--- src/rtl/fadd_pkg.sv ---
// Shared FloatAdd datapath constants: mantissa width and transfer-counter width.
package fadd_pkg;
    localparam int MANT_W = 16;
    localparam int CNT_W  = 16;
endpackage

--- src/rtl/demux_slot_16.sv ---
// Single-entry output slot for demux1x2_16: valid flag, data register, and a
// transfer counter when DEMUX1X2_16_CNT_EN is defined.
module demux_slot_16
    import fadd_pkg::*;
#(
    parameter int WIDTH = MANT_W
) (
    input  logic             clk,
    input  logic             rst,
    input  logic             load,
    input  logic [WIDTH-1:0] load_data,
    input  logic             ready,
    output logic             valid,
    output logic [WIDTH-1:0] data
`ifdef DEMUX1X2_16_CNT_EN
    ,
    output logic [CNT_W-1:0] cnt
`endif
);

    logic drain;

    assign drain = valid && ready;

    // A load wins over a drain in the same cycle, so the slot refills with no bubble.
    always_ff @(posedge clk) begin
        if (rst) begin
            valid <= 1'b0;
            data  <= '0;
        end else if (load) begin
            valid <= 1'b1;
            data  <= load_data;
        end else if (drain) begin
            valid <= 1'b0;
        end
    end

`ifdef DEMUX1X2_16_CNT_EN
    always_ff @(posedge clk) begin
        if (rst) begin
            cnt <= '0;
        end else if (drain) begin
            cnt <= cnt + 1'b1;
        end
    end
`endif

endmodule

--- src/rtl/demux1x2_16.sv ---
// Registered 1-to-2 stream demultiplexer for mantissa words; per-word select
// steers into one of two independent slots. Optional counters: DEMUX1X2_16_CNT_EN.
module demux1x2_16
    import fadd_pkg::*;
#(
    parameter int WIDTH = MANT_W
) (
    input  logic             clk,
    input  logic             rst,
    input  logic             in_valid,
    output logic             in_ready,
    input  logic [WIDTH-1:0] in_data,
    input  logic             in_sel,
    output logic             out0_valid,
    input  logic             out0_ready,
    output logic [WIDTH-1:0] out0_data,
    output logic             out1_valid,
    input  logic             out1_ready,
    output logic [WIDTH-1:0] out1_data
`ifdef DEMUX1X2_16_CNT_EN
    ,
    output logic [CNT_W-1:0] cnt0,
    output logic [CNT_W-1:0] cnt1
`endif
);

    logic accept;
    logic load0;
    logic load1;

    // Only the selected slot gates acceptance; the other slot never stalls the input.
    assign in_ready = in_sel ? (!out1_valid || out1_ready) : (!out0_valid || out0_ready);
    assign accept   = in_valid && in_ready;
    assign load0    = accept && !in_sel;
    assign load1    = accept && in_sel;

    demux_slot_16 #(.WIDTH(WIDTH)) u_slot0 (
        .clk       (clk),
        .rst       (rst),
        .load      (load0),
        .load_data (in_data),
        .ready     (out0_ready),
        .valid     (out0_valid),
        .data      (out0_data)
`ifdef DEMUX1X2_16_CNT_EN
        ,
        .cnt       (cnt0)
`endif
    );

    demux_slot_16 #(.WIDTH(WIDTH)) u_slot1 (
        .clk       (clk),
        .rst       (rst),
        .load      (load1),
        .load_data (in_data),
        .ready     (out1_ready),
        .valid     (out1_valid),
        .data      (out1_data)
`ifdef DEMUX1X2_16_CNT_EN
        ,
        .cnt       (cnt1)
`endif
    );

endmodule
--- config.mk ---
export PLATFORM = sky130hd
export DESIGN_NAME = demux1x2_16
export DESIGN_NICKNAME = d
export VERILOG_FILES = /design/src/rtl/fadd_pkg.sv /design/src/rtl/demux_slot_16.sv /design/src/rtl/demux1x2_16.sv
export SDC_FILE = /design/constraint.sdc
export NUM_CORES = 1
export LEC_CHECK = 0
export ABC_CLOCK_PERIOD_IN_PS = 1800
export CORE_MARGIN = 2
export CORE_UTILIZATION = 46
export CTS_CLUSTER_SIZE = 24
export DETAILED_ROUTE_END_ITERATION = 10
export HOLD_SLACK_MARGIN = 0.06
export PLACE_DENSITY = 0.92
export SLEW_MARGIN = 20
export SYNTH_ARGS = -nofsm -noshare
export SYNTH_HDL_FRONTEND = slang
export SYNTH_SLANG_ARGS = --single-unit
--- constraint.sdc ---
create_clock -name clk -period 1.8 [get_ports clk]
set_clock_uncertainty 0.15 [all_clocks]
set_input_delay 0.18 -clock clk [delete_from_list [all_inputs] [get_ports clk]]
set_output_delay 0.18 -clock clk [all_outputs]
set_load 0.02 [all_outputs]
==> summary.txt <==
Die
  – # rows: 20
  – Num ports: 57
  – Die Area: 3586 um2
  – Die extent in y: 59.88 um
  – Core area: 3003 um2
  – Die W: 59.88 um
  – Initial core utilization: 47.83%

Clocking
  – CTS max path bufs: 2
  – CTS tree: done
  – Root buf cell: clkbuf_4
  – CTS clk-pin slew, worst paths: 0.10 ns
  – H-tree depth: 2
  – Clock buffer count from CTS: 5
  – Setup Fix Bufs, Post-CTS: 0
  – Clk Latency, worst-skew pair: 0.32 ns
  – Clock sink count: 34

Cells and area
  – Non-filler cells, final: 225
  – Util after Layout: 69.96%
  – Share of layout cells above drive strength 1: 8.854%
  – Area added between synthesis and finish: 46.25%
  – Diode count: 0
  – Nets: 214

Power and ir drop
  – Switching Share: 26.53%
  – VDD IR max: 0.4722 mV
  – Leakage: 0.8577 nW
  – Internal: 1.108 mW
  – Comb pwr share: 20.6%
  – Sw Pwr: 400.1 uW
  – Power Dens Cells: 718.1 nW/um2
  – Flop pwr share: 54.0%
  – Power share of the clock group: 25.3%

STA
  – Slew margin rel.: 81.53%
  – Worst Tran Pin Value: 0.2763 ns
  – Final Hold Viols: 0
  – Slew Limit Fails: 0
  – Final period util: 94.74%
  – Final setup vio count: 0
  – Fin Hold WS: 0.2922 ns
  – RSZ-0062 raised after global routing: false
  – Min setup slack post-route: 0.09475 ns
  – Fmax: 0.5864 GHz
  – Final min period: 1.705 ns

Setup path
  – CP Capture Type: output port
  – Type of the worst setup path: register to output port
  – Startpoint Class: register
  – Reg2reg setup slack: 0.47 ns
  – Req. time, crit path: 1.47 ns
  – Worst Path Max Fanout: 4
  – Worst EP arrival: 1.38 ns

Synth
  – Synthesized area per cell: 10.88 um2
  – Distinct cells, synth: 14
  – Synth area leader: dfxtp_1
  – Syn Std Cell Area: 1436 um2
  – Synth area leaders: dfxtp_1, mux2i_1, nand2b_1
  – Seq/Total Area, Yosys: 47.39%
  – Synthesized instance count: 132
  – Post-Synthesis Net Count: 154
  – Synth top area share: 47.39%
  – Syn. warnings: 0
  – Number of synthesized register bits: 34

Routing
  – Antenna violation net count after detailed routing: 0
  – DRT Wirelength: 3130 um
  – Wire per inst: 13.91 um
  – Drc violations: 0
  – First-pass detailed-route iteration total: 4
  – Total number of vias: 1125
  – First DRT Iteration DRCs: 22
  – Vias/cell: 5.000

Global route
  – Most used routing layer: met2
  – Total Routing Usage GR: 18.81%
  – Initial antenna violation count: 0
  – GRT overflow: 0
  – Pin count of the biggest net entering global routing: 51
  – M1 GR Usage: 20.16%
  – Vias in the first global route: 1127
  – Global-route wire length before repair: 4981 um
  – Met2 usage: 34.32%
  – GR Layer Usage met3: 6.494%

Placed design
  – RePlAce Congestion: 0.7559
  – Port Buffers: 56
  – Worst slack, placed: -0.1440 ns
  – Dpl hpwl: 2350 um
  – Inst Count DP: 218

Min path
  – HP Class: input port to register

Flow run
  – Max-Cap Viols: 0

Outcome
  – Outcome: finished, final reports clean
==> stage by stage <==
stage | setup TNS, ns | total power [mW] | instance area (um2)
floorplan | 0 | 0.9888 | 1436
global placement | -0.1203 | 1.134 | 2047
detailed placement | -0.1440 | 1.144 | 2047
CTS | 0 | 1.522 | 2093
global route | 0 | 1.576 | 2101
finish | 0 | 1.508 | 2101
==> synth_stat cells, drive strengths merged <==
cell / instances
nand2b: 50
dfxtp: 34
mux2i: 32
clkbuf: 6
buf: 3
a21oi: 2
and3: 1
and3b: 1
mux2: 1
nand3: 1
nand3b: 1
==> sequential cells by signal, indices dropped and copies added (netlist names) <==
name           cells
u_slot0.valid      1
u_slot0.data      16
u_slot1.valid      1
u_slot1.data      16
==> power by group through the flow <==
stage / combinational [mW] / sequential [mW] / clock, mW
after global routing: 0.330 / 0.820 / 0.426
after floorplan: 0.111 / 0.878 / 0
final: 0.311 / 0.815 / 0.382
after detailed placement: 0.312 / 0.831 / 0
after global placement: 0.305 / 0.830 / 0
after CTS: 0.313 / 0.815 / 0.395
==> worst max-delay path, stage by stage, from the launching register on <==
cell and delay, ns:
dfxtp_1 0.40, nand2b_4 0.08, mux2_2 0.26, dlygate4sd2_1 0.32
==> logic make-up (layout without fill, tap and decap cells) <==
group / after synthesis / in the layout / synth area share (%)
AO/OA/AOI/OAI: 2 / 2 / 0.6969
flip-flops: 34 / 34 / 47.39
AND/OR/NAND/NOR: 54 / 54 / 24.56
buffers and inverters: 9 / 69 / 4.268
multiplexers: 33 / 33 / 23.08
==> worst paths after layout <==
check	startpoint	endpoint	cells after the start
setup / recovery	u_slot1.valid	in_ready	3
hold reg to reg	u_slot0.data[13]	u_slot0.data[13]	2
hold / removal	in_data[5]	u_slot1.data[5]	3
setup reg to reg	u_slot0.valid	u_slot0.data[5]	5
==> repair_timing <==
item | in CTS | in global routing
setup endpoints to repair | 1 | 1
resized for setup | 1 | 1
hold buffers | 0 | 0
==> final cells by class <==
class / instances / area [um2]
Fill cell: 238 / 902.1
Multi-Input combinational cell: 89 / 701.9
Sequential cell: 34 / 680.7
Timing Repair Buffer: 62 / 629.4
Tap cell: 33 / 41.29
Clock buffer: 5 / 37.54
Clock inverter: 2 / 10.01
==> per-layer routing <==
metal	share of wire, %	up-vias	routed length, um
met5	0	-	0
li1	-	550	-
met4	0.67	0	21
met2	51	44	1590
met3	8.0	3	251
met1	40	528	1267
==> layout by cell type (no fill, tap or decap) <==
cell type and instances:
clkdlybuf4s50_1 55, nand2b_1 48, dfxtp_1 34, mux2i_1 32, clkbuf_4 5, buf_4 4, nand2b_4 2, a21oi_1 2
clkinv_2 2, buf_12 2, mux2_2 1, and3_1 1, and3b_1 1, nand3b_1 1, nand3_2 1, dlygate4sd2_1 1
Note: power is estimated with default switching activity, not from simulation.
